<file path="config.mk">
export PLATFORM = sky130hd
export DESIGN_NAME = prog_mem
export DESIGN_NICKNAME = d
export VERILOG_FILES = /design/src/rtl/prog_mem.sv
export SDC_FILE = /design/constraint.sdc
export NUM_CORES = 1
export LEC_CHECK = 0
export ABC_AREA = 0
export BUFFER_PORTS_ARGS = -buffer_cell sky130_fd_sc_hd__buf_4
export CORE_MARGIN = 2
export CORE_UTILIZATION = 45
export DETAILED_ROUTE_END_ITERATION = 10
export GPL_TIMING_DRIVEN = 0
export SYNTH_ARGS = -nofsm -noshare
export SYNTH_HDL_FRONTEND = slang
export SYNTH_SLANG_ARGS = --single-unit
</file>
<file path="constraint.sdc">
create_clock -name clk -period 2.6 [get_ports clk]
set_input_delay 0.26 -clock clk [delete_from_list [all_inputs] [get_ports clk]]
set_output_delay 0.26 -clock clk [all_outputs]
set_load 0.05 [all_outputs]
</file>
<file path="src/rtl/prog_mem.sv">
// Program memory with a boot-time clear sweep, write-first synchronous read,
// and out-of-range read flagging. Addresses are checked at full bus width.
module prog_mem #(
   parameter int DATA_W  = 8,
   parameter int ADDR_W  = 8,
   parameter int DEPTH   = 32,
   parameter int INIT_EN = 1
) (
   input  logic              clk,
   input  logic              reset,
   output logic              ready,
   input  logic              wr_en,
   input  logic [ADDR_W-1:0] wr_addr,
   input  logic [DATA_W-1:0] wr_data,
   input  logic              rd_req,
   input  logic [ADDR_W-1:0] rd_addr,
   output logic [DATA_W-1:0] rd_data,
   output logic              rd_valid,
   output logic              rd_err
);

   localparam int IDX_W  = (DEPTH > 1) ? $clog2(DEPTH) : 1;
   localparam int BOOT_N = (DEPTH < 4) ? DEPTH : 4;
   localparam logic [ADDR_W:0]   DEPTH_W  = (ADDR_W+1)'(DEPTH);
   localparam logic [ADDR_W:0]   BOOT_W   = (ADDR_W+1)'(BOOT_N);
   localparam logic [ADDR_W-1:0] LAST_PTR = ADDR_W'(DEPTH - 1);

   typedef enum logic {CLEAR, READY} state_t;

   state_t            state_q;
   logic [ADDR_W-1:0] clr_ptr_q;
   logic [DATA_W-1:0] rd_data_q;
   logic              rd_valid_q;
   logic              rd_err_q;

   logic [DATA_W-1:0] mem [0:DEPTH-1];

   logic              wr_in_range;
   logic              rd_in_range;
   logic              mem_we;
   logic [IDX_W-1:0]  mem_widx;
   logic [DATA_W-1:0] mem_wdata;
   logic [DATA_W-1:0] boot_word;
   logic [DATA_W-1:0] rd_word_d;

   assign wr_in_range = {1'b0, wr_addr} < DEPTH_W;
   assign rd_in_range = {1'b0, rd_addr} < DEPTH_W;

   assign boot_word = ((INIT_EN != 0) && ({1'b0, clr_ptr_q} < BOOT_W))
                      ? DATA_W'(clr_ptr_q) + DATA_W'(1) : '0;

   // The clear sweep owns the write port; user writes only land once READY.
   always_comb begin
      mem_we    = 1'b0;
      mem_widx  = wr_addr[IDX_W-1:0];
      mem_wdata = wr_data;
      if (!reset) begin
         if (state_q == CLEAR) begin
            mem_we    = 1'b1;
            mem_widx  = clr_ptr_q[IDX_W-1:0];
            mem_wdata = boot_word;
         end else if (wr_en && wr_in_range) begin
            mem_we = 1'b1;
         end
      end
   end

   always_ff @(posedge clk) begin
      if (mem_we) begin
         mem[mem_widx] <= mem_wdata;
      end
   end

   // Same-address write bypasses the array so the read sees the new word.
   assign rd_word_d = (wr_en && (wr_addr == rd_addr)) ? wr_data : mem[rd_addr[IDX_W-1:0]];

   always_ff @(posedge clk) begin
      if (reset) begin
         state_q    <= CLEAR;
         clr_ptr_q  <= '0;
         rd_data_q  <= '0;
         rd_valid_q <= 1'b0;
         rd_err_q   <= 1'b0;
      end else if (state_q == CLEAR) begin
         rd_valid_q <= 1'b0;
         rd_err_q   <= 1'b0;
         if (clr_ptr_q == LAST_PTR) begin
            state_q <= READY;
         end else begin
            clr_ptr_q <= clr_ptr_q + ADDR_W'(1);
         end
      end else begin
         if (rd_req) begin
            rd_valid_q <= 1'b1;
            if (rd_in_range) begin
               rd_data_q <= rd_word_d;
               rd_err_q  <= 1'b0;
            end else begin
               rd_data_q <= '0;
               rd_err_q  <= 1'b1;
            end
         end else begin
            rd_valid_q <= 1'b0;
            rd_err_q   <= 1'b0;
         end
      end
   end

   assign ready    = (state_q == READY);
   assign rd_data  = rd_data_q;
   assign rd_valid = rd_valid_q;
   assign rd_err   = rd_err_q;

endmodule

</file>
==> impl_metrics.toml, run 1 <==
[placed_design]
port_buffers = 32
dp.final_hpwl_mm = 16.63
gp_congestion = 0.8565

[clock_network]
root_buffer = "clkbuf_16"
cts_buffers = 28
cts_tree = "done"
clock-sinks = 275
htreeDepth = 1
clk_pin_slew_ns = 0.07
cts_buffer_depth = 3
clock_latency_ns = 0.54

[timing]
period_share_pct = 103.0
period_needed_ns = 2.679
finalHoldViolations = 0
slew_headroom_pct = 26.07
grt_setup_unrepaired = "yes"
worst_pin_slew_ns = 1.102
slew_violations = 0
max_freq_ghz = 0.3732
fin_skew_ns = 0.02589
fin_ws_ns = -0.07920
setup_viol_count_final = 48

[global_routing]
overflow = 0
grt_max_degree = 33
antenna_found_initial = 0
grt_pass1_vias = 5741
grt_pass1_wl_mm = 36.58
grt_usage_pct = 19.19

[worst_setup_path]
crit_required_ns = 2.76
crit_fanout = 8
worstSetupPathType = "reg -> reg"
startpoint_type = "flop"
cp.arrival_ns = 2.84
cp-end-kind = "flop"

[synth]
yosysWarnings = 0
synthArstFlopShare_pct = 0
yosys_most_used_dff = "edfxtp_1"
synth_cells = 562
synth_edf_count = 256
syn_area_um2 = 11060
synth-seq-area-share_pct = 72.92
ys_types = 46
avgSynthCellArea_um2 = 19.69
ys_ff_latch = 275
syn_nets = 591

[power_and_ir_drop]
finalPower_mw = 9.615
powerDensity_nw_per_um2 = 742.9
p_leak_nw = 4.135
ir_worst_vdd_uv = 463.7

[routing]
wl_per_cell_um = 24.74
dr.pass1.iters = 5
ant_nets = 0
via_per_inst = 5.738
drt_wl_total_mm = 24.17
drc_errors = 0
num_vias = 5606
drt_iter0_markers = 649

[die]
num_rows = 57
fp.dieW_um = 160.8
die_area_um2 = 25860
start_util_pct = 45.63
core_area_um2 = 24250
ios = 39
die_h_um = 160.8

[job]
drv_cap = 0

[run_status]
status = "finished with violations"
failed_checks = "negative setup slack"

[finish]
antenna_cells = 0
n_fill_cell = 1879
utilization_pct = 53.37
num-nets-final = 660
area_growth_pct = 16.97
drive_gt1_share_pct = 32.77

[min_path]
holdCritPathClass = "in -> reg"
critical path: stages (launching register included):
cell	delay, ns
dfxtp_1	0.47
or2_1	0.16
clkbuf_1	0.31
mux2i_1	0.47
nand2_1	0.37
nor2_2	0.51
final timing paths:
kind	from	to	slack (ns)	depth (start not counted)
min reg2reg	clr_ptr_q[7]	clr_ptr_q[7]	0.54	2
min	rd_req	rd_valid	0.23	4
max reg2reg	ready	mem[10][7]	-0.08	5
max	ready	mem[10][7]	-0.08	5
cells by family (layout without fill, tap and decap cells):
family / Yosys count / in the layout / synth area share (%)
buffers and inverters: 38 / 129 / 1.708
flip-flops: 275 / 275 / 72.92
AO/OA/AOI/OAI: 37 / 37 / 2.194
XOR/XNOR: 14 / 14 / 1.108
adder cells (fa/ha/maj): 1 / 1 / 0.1131
AND/OR/NAND/NOR: 106 / 106 / 4.670
multiplexers: 91 / 91 / 17.29
layout by cell type (no fill, tap or decap), types with 4 or more instances in the layout:
| cell | synthesis | final |
|---|---|---|
| edfxtp_1 | 256 | 256 |
| mux4_2 | 80 | 80 |
| buf_4 | 1 | 33 |
| clkbuf_16 | 0 | 29 |
| clkbuf_1 | 12 | 20 |
| nor2_2 | 0 | 20 |
| dfxtp_1 | 19 | 19 |
| nor3_1 | 15 | 15 |
| nor2_4 | 0 | 15 |
| nand2_1 | 13 | 13 |
| nor2_1 | 47 | 12 |
| inv_1 | 10 | 10 |
| o21ai_1 | 15 | 10 |
| mux2i_1 | 10 | 10 |
| and2_1 | 9 | 9 |
| xor2_1 | 8 | 8 |
| a41oi_1 | 8 | 8 |
| buf_8 | 0 | 7 |
| xnor2_1 | 6 | 6 |
| clkinv_2 | 0 | 6 |
| o21ai_2 | 0 | 5 |
| buf_6 | 5 | 5 |
| buf_1 | 5 | 5 |
| buf_2 | 4 | 4 |
| bufinv_16 | 0 | 4 |
Yosys cell counts (all sizes together), types with 3 or more instances:
library cell	number	area, um^2
edfxtp	256	7687
mux4	80	1802
nor2	47	176.4
dfxtp	19	380.4
o21ai	17	85.08
buf	15	102.6
nor3	15	75.07
nand2	13	48.80
clkbuf	12	45.04
inv	11	41.29
mux2i	10	100.1
and2	9	56.30
a41oi	8	70.07
xor2	8	70.07
xnor2	6	52.55
and3	3	18.77
or4b	3	30.03
registers in the layout, summed over array words and instances (netlist names):
register and cells:
rd_valid 1, mem 256, ready 1, rd_data 8, rd_err 1, clr_ptr_q 8
power breakdown:
group | internal, mW | switching [mW]
Sequential | 4.90 | 0.0142
Combinational | 0.237 | 0.368
Clock | 2.49 | 1.60
Total | 7.63 | 1.99
metal layers:
layer	wire length [um]	track usage, %	part of all wire [%]
met5	0	0	0
met3	1522	2.893	6.3
met1	10750	28.40	44
met4	641	5.804	2.7
met2	11260	29.96	47
final cells by class:
type	count	area (um^2)	area share (%)
buffer	27	147.6	1.141
clock buffer	39	783.3	6.052
clock inverter	13	161.4	1.247
inverter	11	41.29	0.3190
multi-input combinational	249	2990	23.11
sequential	275	8068	62.34
tap	324	405.4	3.132
timing repair buffer	39	345.3	2.668
per-stage QoR:
step	hold WS, ns	instances	instance area [um^2]	setup TNS [ns]	worst slack, ns
2_1_floorplan	0.4809	562	11060	0	0.2822
3_3_place_gp	0.5259	918	11710	-92.98	-0.4028
3_5_place_dp	0.5494	925	11840	-35.07	-0.2113
4_1_cts	0.1985	977	12820	-6.831	-0.09268
5_1_grt	0.2569	977	12940	-12.05	-0.2130
6_report	0.2276	977	12940	-1.985	-0.07920
what timing repair did:
action / 4_1_cts / 5_1_grt
setup endpoints to repair: 234 / 220
hold buffers: 0 / 0
gates resized for setup: 15 / 34
buffers inserted: 0 / 0
Note: power is estimated with default switching activity, not from simulation.
==> run 2, diff against run 1 <==
- BUFFER_PORTS_ARGS: -buffer_cell sky130_fd_sc_hd__buf_4 -> default
- DONT_BUFFER_PORTS: default -> 1
- clock period: 2.6 -> 2.8 ns (I/O delays scaled with it)
==> run 2 against run 1 <==
Against the previous run:
- clock power decreased by 15%
- global-route usage decreased by 0.51 points
- largest power group unchanged
- critical endpoint is now mem[0][0]
- the flow still finishes with violations (negative setup slack)
- power decreased by 11%
- critical path depth unchanged
==> impl_metrics.toml, run 2 (synthesis gave the netlist of run 1 again) <==
[power_and_ir_drop]
p_sw_share_pct = 20.88
power_frac_comb_pct = 6.1
p_switching_mw = 1.792
seqPwrFrac_pct = 53.2
p_leak_nw = 3.920
ir_worst_vdd_uv = 342.0
intPower_mw = 6.789
finalPower_mw = 8.581
power.share.clock_pct = 40.7
powerDensity_nw_per_um2 = 685.6

[routing]
num_vias = 5474
via_per_inst = 5.811
ant_nets = 0
drc_errors = 0
dr.pass1.iters = 5
drt_wl_total_mm = 23.84
drt_iter0_markers = 636
wl_per_cell_um = 25.30

[clock_network]
clock_latency_ns = 0.53
clock-sinks = 275
root_buffer = "clkbuf_16"
cts_buffers = 27
cts_hold_buf = 0
cts_buffer_depth = 3
htreeDepth = 1
cts_tree = "done"
clk_pin_slew_ns = 0.06

[finish]
multi_input_area_um2 = 2892
drive_gt1_share_pct = 27.83
largest_reg_flops = 256
seq_area_um2 = 8069
n_fill_cell = 1919
finish.instance_area_um2 = 12510
layout_common_cells = "256 x edfxtp_1, 80 x mux4_2, 27 x nor2_2, 27 x clkbuf_16"
area_growth_pct = 13.11
num-nets-final = 627
antenna_cells = 0
layout_commonest_cell = "edfxtp_1"
top_register = "mem"

[worst_setup_path]
slowest_delay_ns = 0.68
crit_fanout = 10
crit_required_ns = 2.97
crit_chain = "nor2_1 > clkbuf_1 > o31ai_1 > nand2_1 > nor2_1"
worstSetupPathType = "reg -> reg"
cp_slowest_cell = "nor2_1"
r2r_start = "ready"
r2r_slack_ns = -0.06
cp.arrival_ns = 3.03
startpoint_type = "flop"
cp_common_cell = "nor2_1"
r2r_cells = 5
r2r_end = "mem[0][0]"
cp-end-kind = "flop"
critPathCapture = "mem[0][0]"
cp-startpoint = "ready"

[job]
drv_cap = 0

[run_status]
failed_checks = "negative setup slack"
status = "finished with violations"

[timing]
slew_violations = 0
setup_viol_count_final = 22
fin_ws_ns = -0.06122
whs_ns = 0.1412
period_share_pct = 102.2
fin_skew_ns = 0.01940
grt_setup_unrepaired = "yes"
max_freq_ghz = 0.3495
finalHoldViolations = 0
finalSetupTns_ns = -0.5109
period_needed_ns = 2.861
worst_pin_slew_ns = 1.262
slew_headroom_pct = 15.32

[die]
fp.dieW_um = 160.8
die_area_um2 = 25860
start_util_pct = 45.63
core_area_um2 = 24250
num_rows = 57
ios = 39
die_h_um = 160.8

[global_routing]
grt_max_degree = 33
grt_usage_pct = 18.68
grt_pass1_vias = 5593
overflow = 0
grt_pass1_wl_mm = 35.63
antenna_found_initial = 0

[placed_design]
dp_slack_ns = -0.2182
dpl_cell_area_um2 = 11590
dp.final_hpwl_mm = 16.48
port_buffers = 0
gp_congestion = 0.8935

[min_path]
holdCritPathClass = "in -> reg"
==> run 2: changes by cell type in the layout (fill, tap and decap cells not counted), sizes merged <==
cell and change:
clkinv -2, bufinv -2, buf -32, clkinvlp +2
clkbuf -1
==> run 2: how the worst min path moves through the flow <==
stage | slack, ns | end | startpoint | cells after the start
floorplan | 0.48 | clr_ptr_q[4] | clr_ptr_q[4] | 1
global placement | 0.53 | clr_ptr_q[4] | clr_ptr_q[4] | 1
detailed placement | 0.55 | clr_ptr_q[4] | clr_ptr_q[4] | 1
CTS | 0.12 | rd_valid | rd_req | 3
global route | 0.18 | rd_valid | rd_req | 3
finish | 0.14 | rd_valid | rd_req | 3
==> run 2: metal layers <==
| metal | part of all wire (%) | wire [um] | track usage, % | up-vias |
|---|---|---|---|---|
| met5 | 0 | 0 | 0 | - |
| met4 | 1.9 | 447 | 4.058 | 0 |
| met3 | 7.0 | 1670 | 3.900 | 38 |
| met2 | 48 | 11400 | 30.43 | 199 |
| met1 | 43 | 10320 | 26.43 | 2870 |
| li1 | - | - | - | 2367 |
==> run 2: final cells by class <==
| cell class | count | area share (%) |
|---|---|---|
| Clock buffer | 38 | 5.969 |
| Buffer | 27 | 1.180 |
| Inverter | 11 | 0.3299 |
| Timing Repair Buffer | 7 | 0.8398 |
| Tap cell | 324 | 3.239 |
| Clock inverter | 11 | 0.8598 |
| Multi-Input combinational cell | 249 | 23.11 |
| Sequential cell | 275 | 64.48 |
==> run 2: power groups by stage <==
stage / logic [mW] / registers [mW] / clock network (mW)
finish: 0.524 / 4.57 / 3.49
global route: 0.557 / 4.57 / 3.70
CTS: 0.518 / 4.57 / 3.55
detailed placement: 0.514 / 4.65 / 0
global placement: 0.473 / 4.66 / 0
floorplan: 0.327 / 4.65 / 0
==> run 2: metrics by stage <==
step | instances | util, %
2_1_floorplan | 562 | -
3_3_place_gp | 886 | 47.30
3_5_place_dp | 893 | 47.82
4_1_cts | 942 | 51.39
5_1_grt | 942 | 51.61
6_report | 942 | 51.61
==> run 2: critical path, delay by kind of cell (launching register included) <==
kind / cells / cell delay, ns
DFF: 1 / 0.55
buffers and inverters: 1 / 0.31
AOI/OAI and AO/OA: 1 / 0.48
and+or+nand+nor: 3 / 1.15
==> run 2: what timing repair did <==
action	CTS	global route
buffers inserted	0	0
endpoints found under the setup margin	288	235
gates resized for setup	5	21
cloned	0	0
==> run 3, diff against run 2 <==
- REMOVE_ABC_BUFFERS: default -> 1
==> run 3 against run 2 <==
Against the previous run:
- the run still ends with negative setup slack left
- critical path type unchanged
- clock skew down 0.0098 ns
- hold slack worse by 0.0045 ns
- sequential power is essentially flat
- sequential share of layout area increased by 0.68 points
- largest cell class unchanged
==> impl_metrics.toml, run 3 (synthesis gave the netlist of run 1 again) <==
[finish]
num-nets-final = 610
drive_gt1_share_pct = 23.00
top_register = "mem"
antenna_cells = 0
final_cells = 924
area_growth_pct = 11.92
n_fill_cell = 1925
layout_common_cells = "256 x edfxtp_1, 80 x mux4_2, 36 x nor2_1, 27 x clkbuf_16, 18 x dfxtp_1"
layout_commonest_cell = "edfxtp_1"
largest_reg_flops = 256
utilization_pct = 51.07

[routing]
drc_errors = 0
drt_iter0_markers = 590
ant_nets = 0
num_vias = 5365
via_per_inst = 5.806
drt_wl_total_mm = 23.26
dr.pass1.iters = 7
wl_per_cell_um = 25.18

[timing]
finalHoldViolations = 0
period_share_pct = 104.3
slew_violations = 0
period_needed_ns = 2.920
fin_skew_ns = 0.009577
max_freq_ghz = 0.3425
worst_pin_slew_ns = 1.046
grt_setup_unrepaired = "yes"
fin_ws_ns = -0.1199
slew_headroom_pct = 29.83
setup_viol_count_final = 152

[worst_setup_path]
crit_required_ns = 2.94
r2r_cells = 4
crit_fanout = 17
cp_slowest_cell = "nor2_1"
cp-end-kind = "flop"
crit_chain = "nor2_2 > and3_1 > o21ai_1 > nor2_1"
slowest_delay_ns = 0.79
cp.arrival_ns = 3.06
startpoint_type = "flop"
worstSetupPathType = "reg -> reg"

[power_and_ir_drop]
powerDensity_nw_per_um2 = 675.1
p_leak_nw = 3.888
ir_worst_vdd_uv = 368.2

[die]
num_rows = 57
die_area_um2 = 25860
start_util_pct = 45.63
ios = 39
core_area_um2 = 24250
die_h_um = 160.8
fp.dieW_um = 160.8

[placed_design]
dp_slack_ns = -0.6548
place_inst = 866
gp_congestion = 0.7929
port_buffers = 0
dp.final_hpwl_mm = 15.09

[run_status]
status = "finished with violations"
failed_checks = "negative setup slack"

[clock_network]
clock_latency_ns = 0.52
htreeDepth = 1
cts_buffer_depth = 3
clock-sinks = 275
post-cts-setup-buffers = 0
cts_buffers = 27
root_buffer = "clkbuf_16"
clk_pin_slew_ns = 0.06
cts_tree = "done"

[global_routing]
grt_usage_pct = 18.62
grt_pass1_wl_mm = 35.68
antenna_found_initial = 0
overflow = 0
grt_pass1_vias = 5509
grt_max_degree = 66

[job]
drv_cap = 0

[min_path]
holdCritPathClass = "in -> reg"
min_delay_path_depth = 3
[run 3: cell types whose count changed in the layout (fill, tap and decap cells not counted), sizes merged]
cell,change
clkbuf,-16
clkinv,+3
buf,-15
clkinvlp,-1
dlygate4sd3,+10
inv,+1
[run 3: timing repair]
item                                   CTS  global route
setup endpoints to repair              288           224
hold buffers                            10             0
endpoints found under the hold margin   17             0
resized for setup                        4             4
[run 3: metal layers]
layer | share of wire (%) | GRT usage (%) | up-vias
met5 | 0 | 0 | -
met4 | 2.1 | 4.870 | 0
met3 | 6.6 | 2.970 | 36
met2 | 48 | 28.86 | 188
met1 | 44 | 27.98 | 2796
li1 | - | - | 2345
[run 3: final cells by class]
type | instances | area, um^2 | share of cell area, %
sequential | 275 | 8069 | 65.16
multi-input combinational | 249 | 2844 | 22.97
clock buffer | 34 | 701.9 | 5.668
tap | 324 | 405.4 | 3.274
timing repair buffer | 17 | 205.2 | 1.657
clock inverter | 14 | 116.4 | 0.9397
inverter | 11 | 41.29 | 0.3334
[run 3: critical path: cells and delay by family (launching register included)]
family | cells | cell delay (ns)
AOI/OAI and AO/OA | 1 | 0.34
DFF | 1 | 0.49
and+or+nand+nor | 3 | 1.71
[run 3: metrics by stage]
stage	cell area, um^2	TNS, ns	hold WS, ns	power (mW)
5_1_grt	12380	-28.90	0.1483	8.621
4_1_cts	12370	-2.244	0.1153	8.428
2_1_floorplan	10920	0	0.3524	4.917
3_3_place_gp	11320	-203.16	0.3553	5.029
6_report	12380	-6.429	0.1367	8.360
3_5_place_dp	11450	-123.64	0.3562	5.067
[run 3: final timing paths]
| kind | endpoint | startpoint | slack (ns) |
|---|---|---|---|
| worst max-delay path | mem[14][7] | ready | -0.12 |
| worst min-delay path | rd_data[4] | rd_addr[4] | 0.14 |
| worst max register to register | mem[14][7] | ready | -0.12 |
| worst min register to register | clr_ptr_q[4] | clr_ptr_q[4] | 0.55 |
[run 3: report_power, final]
part	total [mW]	leakage, nW	switching, mW	internal [mW]
Sequential	4.57	2.49	0.0133	4.55
Clock	3.37	0.394	1.42	1.95
Combinational	0.424	1.00	0.234	0.190
Total	8.36	3.89	1.67	6.69
